--- src/rtl/instr_fetch_unit.sv ---
// ---------------------------------------------------------------------------
// instr_fetch_unit
//
// Holds the program counter, fetches 32-bit instruction words from
// instruction memory over a req/ready handshake, latches each word into the
// instruction register and presents its decoded fields downstream with a
// valid/ready handshake. Supports a PC redirect and stops on a HALT word.
//
// Ports:
//   clk            - single clock, rising edge
//   rst            - asynchronous active-high reset
//   imem_req       - fetch request, imem_addr valid while high
//   imem_addr      - word-aligned fetch address (always equals pc)
//   imem_rdata     - instruction word, meaningful when imem_ready=1
//   imem_ready     - memory returns the word for the presented address
//   instr_valid    - fields hold a valid instruction
//   instr_ready    - downstream accepts the instruction this cycle
//   opcode/rs/rt/rd/shamt/imm/imm_sext - slices of the instruction register
//   pc_out         - address the current instruction was fetched from
//   redirect_valid - load redirect_pc and flush
//   redirect_pc    - new PC, low two bits forced to zero
//   halted         - high while stopped on a HALT word
// ---------------------------------------------------------------------------
module instr_fetch_unit #(
    parameter int                    ADDR_WIDTH  = 32,
    parameter logic [ADDR_WIDTH-1:0] RESET_PC    = '0,
    parameter logic [5:0]            HALT_OPCODE = 6'b111111
) (
    input  logic                  clk,
    input  logic                  rst,
    output logic                  imem_req,
    output logic [ADDR_WIDTH-1:0] imem_addr,
    input  logic [31:0]           imem_rdata,
    input  logic                  imem_ready,
    output logic                  instr_valid,
    input  logic                  instr_ready,
    output logic [5:0]            opcode,
    output logic [4:0]            rs,
    output logic [4:0]            rt,
    output logic [4:0]            rd,
    output logic [4:0]            shamt,
    output logic [15:0]           imm,
    output logic [31:0]           imm_sext,
    output logic [ADDR_WIDTH-1:0] pc_out,
    input  logic                  redirect_valid,
    input  logic [ADDR_WIDTH-1:0] redirect_pc,
    output logic                  halted
);

    typedef enum logic [1:0] {
        S_IDLE,
        S_FETCH,
        S_ISSUE,
        S_HALT
    } state_t;

    localparam logic [ADDR_WIDTH-1:0] ALIGN_MASK       = ~(ADDR_WIDTH'(3));
    localparam logic [ADDR_WIDTH-1:0] RESET_PC_ALIGNED = RESET_PC & ALIGN_MASK;
    localparam logic [ADDR_WIDTH-1:0] PC_STEP          = ADDR_WIDTH'(4);

    state_t                  state;
    state_t                  state_next;
    logic [ADDR_WIDTH-1:0]   pc;
    logic [31:0]             ir;
    logic                    fetch_done;
    logic                    fetch_is_halt;
    logic                    capture;

    // A memory response only counts while fetching and when no redirect is
    // pending; a HALT word is recognised but never enters the IR.
    assign fetch_done    = (state == S_FETCH) && imem_ready && !redirect_valid;
    assign fetch_is_halt = (imem_rdata[31:26] == HALT_OPCODE);
    assign capture       = fetch_done && !fetch_is_halt;

    // State register: reset throws away any fetch in flight.
    always_ff @(posedge clk or posedge rst) begin
        if (rst) begin
            state <= S_IDLE;
        end else begin
            state <= state_next;
        end
    end

    // Next-state logic. Redirect overrides everything, including HALT and a
    // same-cycle acceptance in ISSUE, so the issued instruction is dropped.
    always_comb begin
        state_next = state;
        if (redirect_valid) begin
            state_next = S_FETCH;
        end else begin
            case (state)
                S_IDLE:  state_next = S_FETCH;
                S_FETCH: begin
                    if (imem_ready) begin
                        state_next = fetch_is_halt ? S_HALT : S_ISSUE;
                    end
                end
                S_ISSUE: begin
                    if (instr_ready) begin
                        state_next = S_FETCH;
                    end
                end
                S_HALT:  state_next = S_HALT;
                default: state_next = S_IDLE;
            endcase
        end
    end

    // Output logic: request and valid depend only on the state so the memory
    // and the decoder never see a combinational path from their own inputs.
    always_comb begin
        imem_req    = 1'b0;
        instr_valid = 1'b0;
        halted      = 1'b0;
        case (state)
            S_FETCH: imem_req    = 1'b1;
            S_ISSUE: instr_valid = 1'b1;
            S_HALT:  halted      = 1'b1;
            default: ;
        endcase
    end

    // PC, instruction register and issue address. The PC advances only when
    // a real instruction is captured, so it stays pointing at a HALT word.
    // The increment wraps silently at the top of the address space.
    always_ff @(posedge clk or posedge rst) begin
        if (rst) begin
            pc     <= RESET_PC_ALIGNED;
            ir     <= '0;
            pc_out <= '0;
        end else if (redirect_valid) begin
            pc <= redirect_pc & ALIGN_MASK;
        end else if (capture) begin
            ir     <= imem_rdata;
            pc_out <= pc;
            pc     <= pc + PC_STEP;
        end
    end

    assign imem_addr = pc;

    // Field slices are always driven; downstream qualifies with instr_valid.
    assign opcode   = ir[31:26];
    assign rs       = ir[25:21];
    assign rt       = ir[20:16];
    assign rd       = ir[15:11];
    assign shamt    = ir[10:6];
    assign imm      = ir[15:0];
    assign imm_sext = {{16{ir[15]}}, ir[15:0]};

endmodule
--- config.mk ---
export PLATFORM = sky130hd
export DESIGN_NAME = instr_fetch_unit
export DESIGN_NICKNAME = d
export VERILOG_FILES = /design/src/rtl/instr_fetch_unit.sv
export SDC_FILE = /design/constraint.sdc
export NUM_CORES = 1
export LEC_CHECK = 0
export BUFFER_PORTS_ARGS = -buffer_cell sky130_fd_sc_hd__buf_4
export CAP_MARGIN = 20
export CORE_MARGIN = 1.5
export CORE_UTILIZATION = 47
export CTS_CLUSTER_DIAMETER = 60
export CTS_CLUSTER_SIZE = 20
export DETAILED_ROUTE_END_ITERATION = 8
export PLACE_DENSITY = 0.81
export SLEW_MARGIN = 25
export SYNTH_ARGS = -nofsm -noshare
export SYNTH_HDL_FRONTEND = slang
export SYNTH_SLANG_ARGS = --single-unit
--- constraint.sdc ---
create_clock -name clk -period 4 [get_ports clk]
set_input_delay 0.8 -clock clk [delete_from_list [all_inputs] [get_ports clk]]
set_output_delay 0.8 -clock clk [all_outputs]
set_load 0.01 [all_outputs]
After elaboration in Yosys (flattened, before gate mapping)
Index checks and enable logic that the tools add are counted.
{ "totals": {"word_cells": 31, "register_bits": 98, "inputBits": 69, "output_inout_bits": 141} }
{ "classes": {"n_eq_ne": 6, "n_mux": 10, "add_sub_neg": 1, "bitwise": 1, "n_reduce_logical": 9} }
{ "op_table": {"columns": ["cell", "count"], "rows": [
  ["32-bit two-way mux", 2],
  ["32-bit by 3-bit adder with 32-bit output, second input constant", 1],
  ["2-bit case mux with 4 select lines", 1],
  ["6-bit equality test, second input constant", 1],
  ["2-bit two-way mux", 3],
  ["3-bit inequality test, second input constant", 2],
  ["2-bit equality test, second input constant", 2],
  ["1-bit two-way mux", 4],
  ["2-bit AND reduction", 2],
  ["1-bit logical AND", 3],
  ["2-bit by 1-bit equality test with 1-bit output, second input constant", 1],
  ["1-bit zero test", 2],
  ["2-bit zero test", 1],
  ["2-bit nonzero test", 1],
  ["1-bit inverter", 1]
]} }

Longest topological paths before layout
{ "depth": {"ltp_word": 6, "mapped_depth": 7, "ltp_nobuf": 5} }

Worst setup path before layout
Ideal clock, no wire load.
{ "synth_path": {"path_type": "in2reg", "from": "input imem_ready", "to": "register ir[0]", "required_time_ps": 3875, "setup_slack_ps": 1940, "path_stages": 5, "path_buffers": 1, "setup_ps": 125, "t_arrival_ps": 1935, "cell_sequence": "and3b_1 -> o21ai_1 -> nor2_1 -> buf_2 -> mux2_2"} }
{ "synth_via": {"elab_chain_len": 4} }
{ "synth_lines": {"columns": ["element", "line", "rtl"], "rows": [
  ["from (decl)", "34", "input logic imem_ready,"],
  ["1-bit logical AND (2 in series)", "71", "assign fetch_done = (state == S_FETCH) && imem_ready && !redirect_valid;"],
  ["1-bit logical AND", "73", "assign capture = fetch_done && !fetch_is_halt;"],
  ["2-bit AND reduction (no source line)", null, null],
  ["to (signal assigned)", "134", "ir <= imem_rdata;"],
  ["to (decl)", "64", "logic [31:0] ir;"]
]} }
No other way between the ends.
A chain may end at the register's enable or synchronous reset.

Worst setup path after layout
{ "layout_path": {"from": "input imem_rdata[28]", "to": "register ir[22]"} }
{ "layout_via": {"elab_chain_len": 4} }
{ "layout_lines": {"columns": ["element", "line", "rtl"], "rows": [
  ["from (decl)", "33", "input logic [31:0] imem_rdata,"],
  ["6-bit equality test", "72", "assign fetch_is_halt = (imem_rdata[31:26] == HALT_OPCODE);"],
  ["1-bit zero test", "73", null],
  ["1-bit logical AND", "73", null],
  ["2-bit AND reduction (no source line)", null, null]
]} }
No other way between the ends.

==> metrics <==
area grow syn2layout=35.7%; synthesis warning total=0; CP Buf/Inv Count=3; post-CTS setup buffers=0; Hold Fails Final Rpt=0; fmax=418 MHz; largest cells by area after synthesis=dfrtp_1 (52%), mux2_2 (16%), buf_4 (7.7%); Critical Path AT=2.63 ns; FF+latch count, synth=94; CTS Buf Count=9; leakage=between 2 and 3 nW; unrepaired setup endpoints after global routing=false; Routed wire per std cell=15.7 µm; # nets final=618; post-synth cell types=34; # DRC=0; GPL Wtd Cong=0.762; total grt overflow=0; hold endpoint=ir[31]; antenna viol nets, final=0; crit path kind=in -> reg; Final TNS setup=0 ns; GR Util met2=36.6%; routed vias=3468; die area=0.0102 mm²; Slowest cell on crit path=nor2_4; grt met3 use=4.72%; reg2reg start=state[1]; Max Root-Sink Buffers=2; Max Cap Violations=0; number of setup violations in the final report=0; met1 Usage GRT=25.1%; commonest cells after routing, fill and taps aside=buf_4 (206), dfrtp_1 (94), mux2_2 (65), nand2_1 (36), o21ai_0 (27); crit-path cells=buf_4 -> nand4_1 -> o21ai_2 -> buf_4 -> nor2_4 -> buf_12 -> mux2_2; Final WS setup=1.61 ns; Via-to-Cell Ratio=~5.1; largest net degree at the start of global routing=78; Mapped Cells=between 300 and 400; commonest non-fill, non-tap cell in the layout=buf_4; DP HPWL=between 7000 and 8000 µm; element type at the critical path end=register; Die H=101 µm; total power=roughly 3.2 mW; die width=101 µm; CTS H-tree depth=3; Setup WS pre-CTS=1.21 ns; most used cell, CP=buf_4; share of layout cells above drive strength 1=between 50% and 60%; Worst-path clk slew=0.09 ns; max-slew violation count=0; clk_lat worst skew=0.36 ns; Inserted Diodes=0; outcome=finished, final reports clean; worst rel slew slack=between 50 and 60%; pwr/cell area=516 mW/mm²; synthesized cell area=0.00451 mm²; top cell type's share of synthesized area=~52%; IR drop worst, VDD=~0.31 mV; Clock Sinks=94; Rows=35; core region area=0.00928 mm²; effective utilization at floorplan=48.5%; FF-to-FF End=ir[22]; final worst path period need=about 2.4 ns; Critical Path Start Type=input pin; hold buffers post-CTS=0; vias in the first global route=around 3400; Tcrit/Tclk final=59.9%; Detailed Routing Iterations Pass 1=6; Hold Crit Start=ir[31]; initial antenna violation count=0; layer with the highest usage=met2; # IOs=210; global-route wire length before repair=16500 µm; Routed WL=between 10000 and 15000 µm; root buf cell=clkbuf_8; number of gates resized after cts=0; kind of cell adding the most delay to the critical path=simple AND/OR/NAND/NOR gates; hold depth=1; reg2reg path depth=6; Tot GR Track Use=20.9%; sequential-to-total area share from yosys stat=a little over half; Slew @ Worst Pin=0.683 ns; worst stage delay on the critical path=0.55 ns; Worst R2R Setup Slack=1.63 ns; Synth area leader=dfrtp_1; Critical Path Fanout Max=40; Final Core Density=65.9%; PortBufs=203; Clock Skew=around 0.01 ns; CTS tree=done; Iter 0 DRT Violations=102; Req. time, crit path=~4.2 ns; Hold Path Class=reg -> reg; Mapped Avg Cell Area=11.5 µm²
[stage by stage]
stage	instances	area, µm²	hold WS (ns)
3_5_place_dp	666	5830	0.496
2_1_floorplan	396	4520	0.547
6_report	682	6110	0.512
3_3_place_gp	666	5830	0.491
4_1_cts	682	6110	0.518
5_1_grt	682	6110	0.528
[logic make-up (layout without fill, tap and decap cells)]
logic type / Yosys count / after routing / synth area share (%)
flops: 94 / 94 / 52.2
fa+ha+maj: 1 / 1 / 0.278
other cells: 1 / 4 / 0.0832
xor+xnor: 27 / 27 / 5.25
mux: 66 / 66 / 16.5
compound gates: 34 / 34 / 4.03
simple gates: 99 / 99 / 11.7
buf+inv: 71 / 228 / 10.0
[synthesized netlist by cell type]
library cell and instances:
o21a_1 1, and4_4 2, and4_1 1, mux2i_1 1, clkbuf_1 11, and3_1 6
nor3_1 8, or3_1 1, buf_2 9, or4_1 1, and2_1 2, o31a_1 1
o21ai_0 27, a21oi_1 2, ha_1 1, dfrtp_1 94, nor2b_1 4, nand2b_1 1
nand4_1 6, o211ai_1 1, and3b_1 1, buf_4 46, nand4_4 1, xor2_1 6
nor4_1 14, o21bai_1 1, nand3_1 11, xnor2_1 21, nor2_1 4, nand2_1 36
mux2_2 65, conb_1 1, inv_1 5, o21ai_1 1
[sequential cells by signal, summed over array words and instances (netlist names)]
name,cells
imem_addr,30
ir,32
pc_out,30
state,2
[report_power, final]
| part | internal (mW) | leakage, nW | total [mW] | switching, mW |
|---|---|---|---|---|
| Sequential | 1.14 | 1.13 | 1.31 | 0.163 |
| Combinational | 0.573 | 1.57 | 0.978 | 0.405 |
| Clock | 0.542 | 0.137 | 0.872 | 0.330 |
| Total | 2.26 | 2.83 | 3.16 | 0.898 |
[area by class of cell]
cell class / count / area [µm²]
Tap cell: 129 / 161
Clock inverter: 6 / 158
Fill cell: 744 / 3170
Timing Repair Buffer: 207 / 1570
Sequential cell: 94 / 2350
Inverter: 5 / 23.8
Multi-Input combinational cell: 231 / 1730
Clock buffer: 10 / 128
[worst max path at each step]
stage / end / cells after the start / startpoint
after detailed placement: pc_out[20] / 7 / imem_rdata[28]
final: ir[22] / 7 / imem_rdata[28]
after global placement: ir[18] / 7 / imem_rdata[28]
after CTS: ir[22] / 7 / imem_rdata[28]
after global routing: ir[22] / 6 / state[1]
after floorplan: imem_addr[10] / 1 / rst
[worst reg2reg max path, cell delays in order (launching register included)]
cell     delay [ns]
dfrtp_1        0.43
and3b_1        0.28
o21ai_2        0.06
buf_4          0.20
nor2_4         0.56
buf_12         0.33
mux2_2         0.40
[routing by layer]
layer / vias up / wire length [µm]
li1: 1614 / -
met1: 1696 / 4260
met2: 144 / 5490
met3: 14 / 787
met4: 0 / 147
met5: - / 0
(Power assumes the default switching activity.)
